File: src/rtl/sweep_pkg.sv
// Shared types and constants for the sweep controller and its step checker.
package sweep_pkg;

  localparam int CNT_W   = 10;
  localparam int STEP_UP = 5;
  localparam int STEP_DN = 9;
  localparam int CNT_INV = -11;
  localparam int CNT_RST = -50;

  typedef logic signed [CNT_W-1:0] cnt_t;

  typedef enum logic [2:0] {
    IDLE,
    UP,
    DWELL_HI,
    DOWN,
    DWELL_LO
  } state_t;

endpackage

File: src/rtl/sweep_step_chk.sv
// Counter delta legality checker: compares each new cnt sample against the
// previous one and raises a one-cycle err when the step is not one the
// counter can legally make (including the skip over the forbidden value).
module sweep_step_chk
  import sweep_pkg::*;
#(
  parameter int HI_THR = 231,
  parameter int LO_THR = -222
) (
  input  logic                    clk,
  input  logic                    rst,
  input  logic signed [CNT_W-1:0] cnt,
  input  logic                    mode,
  input  logic                    run,
  output logic signed [CNT_W-1:0] cnt_q,
  output logic                    err
);

  typedef logic signed [CNT_W:0] dlt_t;

  localparam cnt_t HI_C  = cnt_t'(HI_THR);
  localparam cnt_t LO_C  = cnt_t'(LO_THR);
  localparam cnt_t INV_C = cnt_t'(CNT_INV);

  logic mode_q;
  logic chk_v;
  dlt_t delta;
  logic in_band;
  logic legal;

  // Capture last cnt/mode and whether the previous cycle was actively counting.
  always_ff @(posedge clk) begin
    if (rst) begin
      cnt_q  <= cnt_t'(CNT_RST);
      mode_q <= 1'b1;
      chk_v  <= 1'b0;
    end else begin
      cnt_q  <= cnt;
      mode_q <= mode;
      chk_v  <= run;
    end
  end

  // Judge the delta only inside the unsaturated band; -11 is always illegal.
  always_comb begin
    delta   = dlt_t'(cnt) - dlt_t'(cnt_q);
    in_band = (cnt > LO_C) && (cnt < HI_C);
    legal   = 1'b0;
    if (mode_q) begin
      legal = (delta == dlt_t'(STEP_UP)) || (delta == dlt_t'(2 * STEP_UP));
    end else begin
      legal = (delta == dlt_t'(-STEP_DN)) || (delta == dlt_t'(-2 * STEP_DN));
    end
    err = (chk_v && in_band && !legal) || (cnt == INV_C);
  end

endmodule

File: src/rtl/sweep_mode_ctrl.sv
// Triangle-sweep controller for the signed up/down counter: drives mode,
// dwells at each saturation band, counts sweeps and flags bad or stalled steps.
module sweep_mode_ctrl
  import sweep_pkg::*;
#(
  parameter int HI_THR     = 231,
  parameter int LO_THR     = -222,
  parameter int DWELL      = 4,
  parameter int NUM_SWEEPS = 0,
  parameter int STALL_MAX  = 8
) (
  input  logic                    clk,
  input  logic                    rst,
  input  logic                    start,
  input  logic                    stop,
  input  logic                    abort,
  input  logic signed [CNT_W-1:0] cnt,
  output logic                    mode,
  output logic                    busy,
  output logic [7:0]              sweeps,
  output logic                    done,
  output logic                    err_step,
  output logic                    err_stall
);

  localparam int DW_W = (DWELL > 1) ? $clog2(DWELL) : 1;
  localparam int SW_W = (STALL_MAX > 1) ? $clog2(STALL_MAX) : 1;
  localparam logic [DW_W-1:0] DWELL_LD   = DW_W'(DWELL - 1);
  localparam logic [SW_W-1:0] STALL_LAST = SW_W'(STALL_MAX - 1);
  localparam logic [7:0]      SWEEP_GOAL = 8'(NUM_SWEEPS);
  localparam cnt_t            HI_C       = cnt_t'(HI_THR);
  localparam cnt_t            LO_C       = cnt_t'(LO_THR);

  state_t          state, state_n;
  logic            mode_n, busy_n, done_n, err_stall_n;
  logic [7:0]      sweeps_n, sweeps_inc;
  logic            stop_pend, stop_pend_n;
  logic [DW_W-1:0] dwell_cnt, dwell_n;
  logic [SW_W-1:0] stall_cnt, stall_n;
  logic            run, clear, step_err;
  cnt_t            cnt_q;

  assign run = (state == UP) || (state == DOWN);

  sweep_step_chk #(
    .HI_THR(HI_THR),
    .LO_THR(LO_THR)
  ) u_step_chk (
    .clk  (clk),
    .rst  (rst),
    .cnt  (cnt),
    .mode (mode),
    .run  (run),
    .cnt_q(cnt_q),
    .err  (step_err)
  );

  // Register state and every output so downstream sees clean levels.
  always_ff @(posedge clk) begin
    if (rst) begin
      state     <= IDLE;
      mode      <= 1'b1;
      busy      <= 1'b0;
      sweeps    <= 8'd0;
      done      <= 1'b0;
      err_step  <= 1'b0;
      err_stall <= 1'b0;
      stop_pend <= 1'b0;
      dwell_cnt <= '0;
      stall_cnt <= '0;
    end else begin
      state     <= state_n;
      mode      <= mode_n;
      busy      <= busy_n;
      sweeps    <= sweeps_n;
      done      <= done_n;
      err_step  <= (err_step & ~clear) | step_err;
      err_stall <= err_stall_n;
      stop_pend <= stop_pend_n;
      dwell_cnt <= dwell_n;
      stall_cnt <= stall_n;
    end
  end

  // Next-state logic; stall detection overrides the sweep, abort overrides all.
  always_comb begin
    state_n     = state;
    mode_n      = mode;
    sweeps_n    = sweeps;
    done_n      = 1'b0;
    err_stall_n = err_stall;
    stop_pend_n = stop_pend;
    dwell_n     = dwell_cnt;
    stall_n     = stall_cnt;
    clear       = 1'b0;
    sweeps_inc  = (sweeps == 8'd255) ? sweeps : sweeps + 8'd1;

    if (state != IDLE && stop) stop_pend_n = 1'b1;
    if (run) stall_n = (cnt == cnt_q) ? stall_cnt + 1'b1 : '0;

    case (state)
      IDLE: begin
        if (start) begin
          state_n     = UP;
          mode_n      = 1'b1;
          sweeps_n    = 8'd0;
          err_stall_n = 1'b0;
          stop_pend_n = 1'b0;
          clear       = 1'b1;
        end
      end
      UP: begin
        mode_n = 1'b1;
        if (cnt >= HI_C) begin
          state_n = DWELL_HI;
          dwell_n = DWELL_LD;
        end
      end
      DWELL_HI: begin
        if (dwell_cnt == '0) begin
          state_n = DOWN;
          mode_n  = 1'b0;
        end else begin
          dwell_n = dwell_cnt - 1'b1;
        end
      end
      DOWN: begin
        mode_n = 1'b0;
        if (cnt <= LO_C) begin
          state_n = DWELL_LO;
          dwell_n = DWELL_LD;
        end
      end
      DWELL_LO: begin
        if (dwell_cnt == '0) begin
          sweeps_n = sweeps_inc;
          mode_n   = 1'b1;
          if (stop_pend || (NUM_SWEEPS != 0 && sweeps_inc == SWEEP_GOAL)) begin
            state_n     = IDLE;
            done_n      = 1'b1;
            stop_pend_n = 1'b0;
          end else begin
            state_n = UP;
          end
        end else begin
          dwell_n = dwell_cnt - 1'b1;
        end
      end
      default: begin
        state_n = IDLE;
        mode_n  = 1'b1;
      end
    endcase

    if (run && cnt == cnt_q && stall_cnt == STALL_LAST) begin
      err_stall_n = 1'b1;
      state_n     = IDLE;
      mode_n      = 1'b1;
    end

    if (abort) begin
      state_n     = IDLE;
      mode_n      = 1'b1;
      stop_pend_n = 1'b0;
      done_n      = 1'b0;
      sweeps_n    = sweeps;
      err_stall_n = err_stall;
      clear       = 1'b0;
    end

    if (state_n != state) stall_n = '0;
    busy_n = (state_n != IDLE);
  end

endmodule

File: config.mk
export PLATFORM = sky130hd
export DESIGN_NAME = sweep_mode_ctrl
export DESIGN_NICKNAME = d
export VERILOG_FILES = /design/src/rtl/sweep_pkg.sv /design/src/rtl/sweep_step_chk.sv /design/src/rtl/sweep_mode_ctrl.sv
export SDC_FILE = /design/constraint.sdc
export NUM_CORES = 1
export LEC_CHECK = 0
export ABC_AREA = 1
export ABC_CLOCK_PERIOD_IN_PS = 5250
export CAP_MARGIN = 10
export CORE_MARGIN = 3
export CORE_UTILIZATION = 48
export DETAILED_ROUTE_END_ITERATION = 16
export GPL_ROUTABILITY_DRIVEN = 0
export PLACE_DENSITY = 0.69
export SYNTH_ARGS = -nofsm -noshare
export SYNTH_HDL_FRONTEND = slang
export SYNTH_SLANG_ARGS = --single-unit
File: constraint.sdc
create_clock -name clk -period 5.25 [get_ports clk]
set_input_delay 1.05 -clock clk [delete_from_list [all_inputs] [get_ports clk]]
set_output_delay 1.05 -clock clk [all_outputs]
set_load 0.1 [all_outputs]
==> flow_summary.ini <==
[run]
maxCapViolations = 0

[placed_design]
pre_cts_ws_ns = 1.86
dpl.hpwl_um = 4330
port_buffers = 27

[cts]
postCtsSetupRepairBufs = 0
clockBufferDepth = 2
cts_buffers = 5
hold_buffers = 0
ctsResizeCount = 0
clockRootBuffer = clkbuf_8
clock_latency_ns = 0.28
path_clk_slew_ns = 0.07
cts_tree = yes
htree_levels = 2
clock-sinks = 34

[worst_setup_path]
crit_fanout = 4
r2r_cells = 15
r2r_setup_slack_ns = 3.14
crit_path_end_kind = register
r2r_end = err_step
regToRegStartpoint = u_step_chk.cnt_q[0]
criticalPathCategory = primary input to register
start_kind = primary input
critPathArrivalTime_ns = 3.24
cp_data_required_time_ns = 5.39

[floorplan]
dieArea_um2 = 5670
core_area_um2 = 4500
start_util_pct = 51.2
dieWidth_um = 75.3
io_pins = 28
num_rows = 24
die_h_um = 75.3

[synthesis]
synth_common_cells = 100 x nand2_1, 60 x inv_1, 49 x nor2_1, 34 x dfxtp_1, 31 x nand3_1
ys.flop_type = dfxtp_1
synth_compound_area_share_pct = 8.25
synth-simple-area-share_pct = 41.4
netlist_area_um2 = 2310
syn-num-nets = 396
synth_mux_area_share_pct = 0
ys_warn_count = 0
yosysSeqAreaShare_pct = 29.5
synth_fa_ha_area_share_pct = 8.46
yosysMostFrequentCell = nand2_1
synth_top_area_cell = dfxtp_1
synth-seq-cells = 34
synth_top_area_share_pct = 29.5
synth_top_family_by_area = simple AND/OR/NAND/NOR gates
syn_inst = 366
synthArstFlopShare_pct = 0
synth_xor_xnor_area_share_pct = 1.52
synth_edf_count = 0
ys_types = 36
synth_area_leaders = dfxtp_1 30%, nand2_1 16%, inv_1 9.8%
syn_area_per_cell_um2 = 6.30

[drt]
vias_per_cell = 5.04
vias = 2271
drc = 0
totalWireLength_um = 5430
drt_iter0_markers = 100
ant_nets = 0
drtPass1Iterations = 4
post_drt_wl_per_cell_um = 12.0

[sta]
relSlewSlack_pct = 35.2
finClkSkew_ns = 0.00414
setup_viol = 0
fmax_mhz = 323
worst_pin_slew_ns = 0.969
final_hold_viol_count = 0
period_share_pct = 59.0
fin_crit_ns = 3.10
slew_violations = 0
final.setup.tns_ns = 0
holdWs_ns = 0.474
rsz0062_at_grt = no
timing.final.ws_setup_ns = 2.15

[cells_and_area]
final_util_pct = 60.5
final_layout_size_suffix_gt1_share_pct = 7.02
nNetsFinal = 428
fill_cells = 443
n_antenna_cell = 0
syn2layout_area_growth_pct = 18.1

[pwr]
ir_drop_v = 0.000146
p_per_area_nw_per_um2 = 230
leakage_nw = 1.35

[global_routing]
grt_pass1_vias = 2113
grt_pass1_wl_um = 9140
overflow = 0
grt.total_usage_pct = 20.9
grt_max_degree = 17
antenna_found_initial = 0

[min_path]
worstHoldStart = dwell_cnt[1]
hold_path_class = register to register
min_path_cells = 2
hold_end = dwell_cnt[1]

[outcome]
status = finished, final reports clean
## cells in the final DEF, fill, tap and decap left out, types with 3 or more instances in the layout
cell type,netlist,final
nand2_1,100,100
xor2_1,3,3
dfxtp_1,34,34
nand2_2,3,3
nor3_1,10,10
nor2_2,5,5
nand4_1,5,5
nand3_1,31,31
or2_2,3,3
clkdlybuf4s50_1,0,27
inv_1,60,60
clkbuf_8,0,6
nor2_1,49,49
o21ai_0,8,8
ha_1,14,14
a21oi_1,15,15
## report_power, final
| part | internal, mW | switching [mW] |
|---|---|---|
| Sequential | 0.266 | 0.00404 |
| Combinational | 0.0529 | 0.102 |
| Clock | 0.106 | 0.0948 |
| Total | 0.425 | 0.201 |
## worst max-delay path by stage
stage | start | endpoint | slack [ns] | depth (start not counted)
finish | cnt[0] | err_step | 2.15 | 17
global route | cnt[0] | err_step | 1.84 | 17
CTS | cnt[0] | err_step | 2.16 | 17
detailed placement | cnt[0] | err_step | 1.86 | 17
global placement | cnt[0] | err_step | 1.90 | 17
floorplan | cnt[0] | err_step | 2.58 | 16
## through the flow
stage,std cells,power (mW),instance area [um2]
3_3_place_gp,443,0.428,2630
5_1_grt,451,0.662,2720
4_1_cts,451,0.633,2720
2_1_floorplan,366,0.385,2310
6_report,451,0.626,2720
3_5_place_dp,443,0.429,2630
## worst max-delay path, cell delays in order
cell and delay, ns:
clkdlybuf4s50_1 0.41, inv_1 0.10, ha_1 0.15, inv_1 0.08, fa_1 0.42, nand2_1 0.10, nand2_1 0.10, nand3_1 0.14
nand2_1 0.10, nand2_1 0.07, nand2_1 0.05, nor2_1 0.14, nand3_1 0.09, nor2_1 0.09, nand2_1 0.05, nand2_1 0.06
a21oi_1 0.05
## cells by family (layout without fill, tap and decap cells)
logic type      after synthesis  after routing
fa+ha+maj                    15             15
compound gates               33             33
xor+xnor                      4              4
simple gates                214            214
buf+inv                      66             99
flops                        34             34
## final cells by class
class / instances / area, um2 / share of cell area [%]
Multi-Input combinational cell: 266 / 1380 / 50.5
Sequential cell: 34 / 681 / 25.0
Timing Repair Buffer: 27 / 270 / 9.92
Inverter: 64 / 241 / 8.87
Clock buffer: 7 / 86.3 / 3.17
Tap cell: 52 / 65.1 / 2.39
Clock inverter: 1 / 5.00 / 0.184
## metal layers
layer | vias up | track usage (%) | part of all wire (%)
met5 | - | 0 | 0
met2 | 38 | 35.4 | 46
met4 | 0 | 7.38 | 2.5
li1 | 1217 | - | -
met3 | 11 | 3.56 | 3.2
met1 | 1005 | 26.7 | 48
## state kept, by name, indices dropped and copies added (netlist names)
name               flops
sweeps                 8
err_step               1
dwell_cnt              2
u_step_chk.chk_v       1
u_step_chk.cnt_q      10
u_step_chk.mode_q      1
busy                   1
state                  3
err_stall              1
stop_pend              1
done                   1
stall_cnt              3
mode                   1
Power figures use the tool's default switching activity.
